`src/rtl/player_pkg.sv`:
```
// Playfield constants and bullet state encoding shared by the ship, bullet
// and collision blocks.
package player_pkg;

  localparam int COORD_W = 10;

  localparam logic [COORD_W-1:0] SCREEN_TOP = 10'd32;
  localparam logic [COORD_W-1:0] SHIP_TOP_Y = 10'd441;

  typedef enum logic [2:0] {
    ST_IDLE     = 3'b001,
    ST_FLYING   = 3'b010,
    ST_COOLDOWN = 3'b100
  } bullet_state_t;

  // Midpoint of the ship; the 11-bit sum keeps the carry of wide ships.
  function automatic logic [COORD_W-1:0] centre_x(input logic [COORD_W-1:0] left,
                                                  input logic [COORD_W-1:0] right);
    logic [COORD_W:0] sum;
    sum = {1'b0, left} + {1'b0, right};
    return sum[COORD_W:1];
  endfunction

endpackage

```
`src/rtl/edge_detect.sv`:
```
// Rising-edge detector with a configurable history value after reset, so a
// level held through reset can be made to not register as a press.
module edge_detect #(
  parameter logic RESET_VAL = 1'b1
) (
  input  logic clk,
  input  logic rst_n,
  input  logic level,
  output logic rise
);

  logic level_q;

  always_ff @(posedge clk or negedge rst_n) begin
    if (!rst_n) level_q <= RESET_VAL;
    else        level_q <= level;
  end

  assign rise = level & ~level_q;

endmodule

```
`src/rtl/player_bullet.sv`:
```
// Player projectile controller: launches one bullet from the ship centre,
// moves it up once per frame, retires it on hit or at the top, then cools down.
module player_bullet
  import player_pkg::*;
#(
  parameter logic [COORD_W-1:0] top_y_p    = SCREEN_TOP,
  parameter logic [COORD_W-1:0] start_y_p  = SHIP_TOP_Y - 10'd1,
  parameter logic [COORD_W-1:0] speed_p    = 10'd8,
  parameter logic [3:0]         cooldown_p = 4'd4
) (
  input  logic               clk_i,
  input  logic               reset_n_i,
  input  logic               frame_tick_i,
  input  logic               enable_i,
  input  logic               shoot_i,
  input  logic [COORD_W-1:0] pos_left_i,
  input  logic [COORD_W-1:0] pos_right_i,
  input  logic               hit_i,
  output logic               active_o,
  output logic [COORD_W-1:0] bullet_x_o,
  output logic [COORD_W-1:0] bullet_y_o,
  output logic               shot_fired_o,
  output logic               enemy_hit_o,
  output logic               miss_o,
  output logic [2:0]         state_o
);

  // Retirement threshold; one bit wider so top_y_p + speed_p cannot wrap.
  localparam logic [COORD_W:0] MISS_Y = {1'b0, top_y_p} + {1'b0, speed_p};

  bullet_state_t      state, state_n;
  logic [COORD_W-1:0] x_q, x_n;
  logic [COORD_W-1:0] y_q, y_n;
  logic [3:0]         count, count_n;
  logic               fire_n, hit_n, miss_n;
  logic               fire_q, hit_q, miss_q;
  logic               shoot_rise;

  edge_detect #(
    .RESET_VAL(1'b1)
  ) u_shoot_edge (
    .clk   (clk_i),
    .rst_n (reset_n_i),
    .level (shoot_i),
    .rise  (shoot_rise)
  );

  always_comb begin
    state_n = state;
    x_n     = x_q;
    y_n     = y_q;
    count_n = count;
    fire_n  = 1'b0;
    hit_n   = 1'b0;
    miss_n  = 1'b0;
    if (enable_i) begin
      unique case (state)
        ST_IDLE: begin
          if (shoot_rise) begin
            state_n = ST_FLYING;
            x_n     = centre_x(pos_left_i, pos_right_i);
            y_n     = start_y_p;
            fire_n  = 1'b1;
          end
        end
        ST_FLYING: begin
          if (hit_i) begin
            state_n = ST_COOLDOWN;
            count_n = cooldown_p;
            hit_n   = 1'b1;
          end else if (frame_tick_i) begin
            if ({1'b0, y_q} <= MISS_Y) begin
              state_n = ST_COOLDOWN;
              count_n = cooldown_p;
              miss_n  = 1'b1;
            end else begin
              y_n = y_q - speed_p;
            end
          end
        end
        ST_COOLDOWN: begin
          if (count == 4'd0)      state_n = ST_IDLE;
          else if (frame_tick_i)  count_n = count - 4'd1;
        end
        default: state_n = ST_IDLE;
      endcase
    end
  end

  always_ff @(posedge clk_i or negedge reset_n_i) begin
    if (!reset_n_i) begin
      state  <= ST_IDLE;
      x_q    <= '0;
      y_q    <= start_y_p;
      count  <= '0;
      fire_q <= 1'b0;
      hit_q  <= 1'b0;
      miss_q <= 1'b0;
    end else begin
      state  <= state_n;
      x_q    <= x_n;
      y_q    <= y_n;
      count  <= count_n;
      fire_q <= fire_n;
      hit_q  <= hit_n;
      miss_q <= miss_n;
    end
  end

  assign active_o     = state[1];
  assign bullet_x_o   = x_q;
  assign bullet_y_o   = y_q;
  assign shot_fired_o = fire_q;
  assign enemy_hit_o  = hit_q;
  assign miss_o       = miss_q;
  assign state_o      = state;

endmodule

```
`config.mk`:
```
export PLATFORM = sky130hd
export DESIGN_NAME = player_bullet
export DESIGN_NICKNAME = d
export VERILOG_FILES = /design/src/rtl/player_pkg.sv /design/src/rtl/edge_detect.sv /design/src/rtl/player_bullet.sv
export SDC_FILE = /design/constraint.sdc
export NUM_CORES = 1
export LEC_CHECK = 0
export ABC_AREA = 0
export CAP_MARGIN = 0
export CORE_ASPECT_RATIO = 0.6
export CORE_UTILIZATION = 48
export CTS_BUF_LIST = sky130_fd_sc_hd__clkbuf_4 sky130_fd_sc_hd__clkbuf_8
export DETAILED_ROUTE_END_ITERATION = 12
export PLACE_DENSITY = 0.94
export SLEW_MARGIN = 10
export SYNTH_ARGS = -nofsm -noshare
export SYNTH_HDL_FRONTEND = slang
export SYNTH_HIERARCHICAL = 1
export SYNTH_SLANG_ARGS = --single-unit
```
`constraint.sdc`:
```
create_clock -name clk_i -period 2.5 [get_ports clk_i]
set_clock_uncertainty 0.2 [all_clocks]
set_input_delay 0.25 -clock clk_i [delete_from_list [all_inputs] [get_ports clk_i]]
set_output_delay 0.25 -clock clk_i [all_outputs]
set_load 0.01 [all_outputs]
```
==> metrics.yaml <==
antenna_found_initial: 0
pre_cts_slack_ps: -203
grt_setup_unrepaired: "false"
fin_nets: 269
cts_buffer_depth: 2
vdd_ir_drop_max_mv: 0.436
nFillCells: 242
yosysSeqAreaShare: 0.408
first_pass_iters: 5
cts_sinks: 28
period_needed_ps: 2280
required_ps: 2500
power.density_nw_per_um2: 907
min_path_type: "in -> async"
drv_cap: 0
seq_area_um2: 709
swShare: 0.374
start_util: 0.517
synth_warnings: 6
hpwl_mm: 3.27
dpl.cell_count: 271
yosysUniqueCellTypes: 58
grt_start_max_net_pins: 29
critPathLaunchType: "input pin"
grt_overflow_total: 0
p_int_uw: 1330
syn_area_um2: 1740
cp-end-kind: "register"
fin_util: 0.699
crit_path_cell_trace: "clkdlybuf4s50_1 -> and2_1 -> fa_1 -> a21o_1 -> a221oi_2 -> o21ai_0 -> xnor2_1 -> o21ai_0"
setup_violations: 0
port_buffers: 49
syn2layout_area_growth_pct: 35.2
vias: 1576
max_freq_ghz: 0.439
clkLatencyLatePin_ps: 280
cts-htree-levels: 1
multi_input_area_um2: 967
power.share.sequential: 0.389
grt_usage: 0.239
fp.dieArea_um2: 3870
crit_arrival_ps: 2280
stdcell_area_um2: 2350
synth_edf_count: 0
totalWireLength_mm: 4.30
grt_pass1_vias: 1483
crit_slowest_cell: "clkdlybuf4s50_1"
ys_ff_latch: 28
finalWeightedCongestion: 0.850
antenna_left: 0
cts_resized: 0
grt_pass1_wl_mm: 7.20
clk_root_buffer_cell: "clkbuf_8"
outcome: "finished clean"
drc: 0
synth.avg_cell_area_um2: 9.87
finalNonFillerCells: 275
diodes: 0
cts_buffers: 3
critPathKind: "in -> reg"
cts_tree: "built"
maxSlewViolCount: 0
setup_slack_ps: 224
drive_above_1_share: 0.139
vias_per_cell: 5.73
place_area_um2: 2290
cts_hold_buf: 0
hold_viol: 0
power.leakage_uw: 0.00103
postCtsSetupRepairBufs: 0
layout_common_cells: "clkdlybuf4s50_1 (49), dfrtp_1 (21), nand2_1 (20)"
crit_fanout: 2
row_count: 16
synthFlopType: "dfrtp_1"
ios: 53
mostFrequentLayoutCell: "clkdlybuf4s50_1"
p_switching_uw: 798
fp.dieW_um: 79.7
max_stage_delay_ps: 420
comb_power_share: 0.480
drt_iter0_drc: 125
die_h_um: 48.6
path_common_cell: "o21ai_0"
clk_pin_slew_ps: 100
syn_inst: 176
post-route-period-util: 0.910
synthArstFlopShare: 1.00
p_clk_frac: 0.131
worst_hold_slack_ps: 140
core-area_um2: 3360
wl_per_cell_um: 15.6
[cell usage after synthesis, types with 2 or more instances]
library cell,n,area share
buf_4,4,0.017
clkbuf_1,2,0.0043
nand2_1,20,0.043
nand3_1,4,0.012
mux2i_1,2,0.012
xnor2_1,5,0.025
nand4_1,3,0.011
a31oi_1,3,0.011
o21ai_0,10,0.029
a21oi_1,9,0.026
nor3_1,2,0.0058
dfstp_2,7,0.11
nor2_1,8,0.017
and3_1,3,0.011
xor2_1,3,0.015
dfrtp_1,21,0.30
a21o_1,7,0.030
o21ai_1,3,0.0086
o21a_1,2,0.0086
ha_1,11,0.079
o31ai_1,3,0.013
inv_1,6,0.013
nor3b_1,3,0.013
[flip-flops by register name, indices dropped and copies added, names as in the netlist]
name                  cells
state_o                   3
bullet_y_o                7
bullet_x_o               10
miss_o                    1
enemy_hit_o               1
shot_fired_o              1
u_shoot_edge/level_q      1
count                     4
[final timing paths]
path | start | to | slack, ps | cells after the start
worst min register to register | bullet_x_o[0] | bullet_x_o[0] | 290 | 2
worst max register to register | state_o[0] | state_o[2] | 240 | 5
worst min-delay path | reset_n_i | count[2] | 140 | 2
max in group asynchronous | reset_n_i | bullet_y_o[8] | 1660 | 2
min in group clk_i | shoot_i | u_shoot_edge/level_q | 210 | 1
worst max-delay path | pos_left_i[0] | bullet_x_o[7] | 220 | 8
[routing by layer]
layer / GRT usage / wire length (um) / vias to the layer above
met2: 0.362 / 1930 / 82
met3: 0.0396 / 350 / 12
li1: - / - / 749
met4: 0.0697 / 87 / 0
met5: 0 / 0 / -
met1: 0.349 / 1920 / 733
[power by group through the flow]
stage / Sequential (uW) / Combinational (uW) / Clock, uW
after floorplan: 864 / 488 / 0
after global placement: 822 / 969 / 0
after detailed placement: 831 / 1010 / 0
after CTS: 827 / 1020 / 280
after global routing: 859 / 1110 / 304
final: 830 / 1020 / 279
[final cells by class]
type,instances,area share
Multi-Input combinational cell,136,0.412
Sequential cell,28,0.302
Timing Repair Buffer,55,0.228
Tap cell,45,0.0240
Clock buffer,4,0.0234
Inverter,7,0.0112
[stage by stage]
stage          TNS (ps)  power (uW)
2_1_floorplan         0        1350
3_3_place_gp      -43.9        1790
3_5_place_dp       -394        1840
4_1_cts               0        2130
5_1_grt               0        2270
6_report              0        2130
[critical path, delay by kind of cell]
family / cells / cell delay [ps]
simple gates: 1 / 180
fa+ha+maj: 1 / 410
compound gates: 4 / 860
buf+inv: 1 / 420
xor+xnor: 1 / 150
[kinds of logic (layout without fill, tap and decap cells)]
family                     Yosys count  in the layout  share of synthesized area
AOI/OAI and AO/OA                   52             52                      0.213
xor gates and xnor gates             8              8                     0.0403
adders and majority gates           12             12                     0.0907
buffers and inverters               14             66                     0.0432
DFF                                 28             28                      0.408
muxes                                3              3                     0.0180
other                                1              3                    0.00216
and+or+nand+nor                     58             58                      0.184
(Power assumes the default switching activity.)
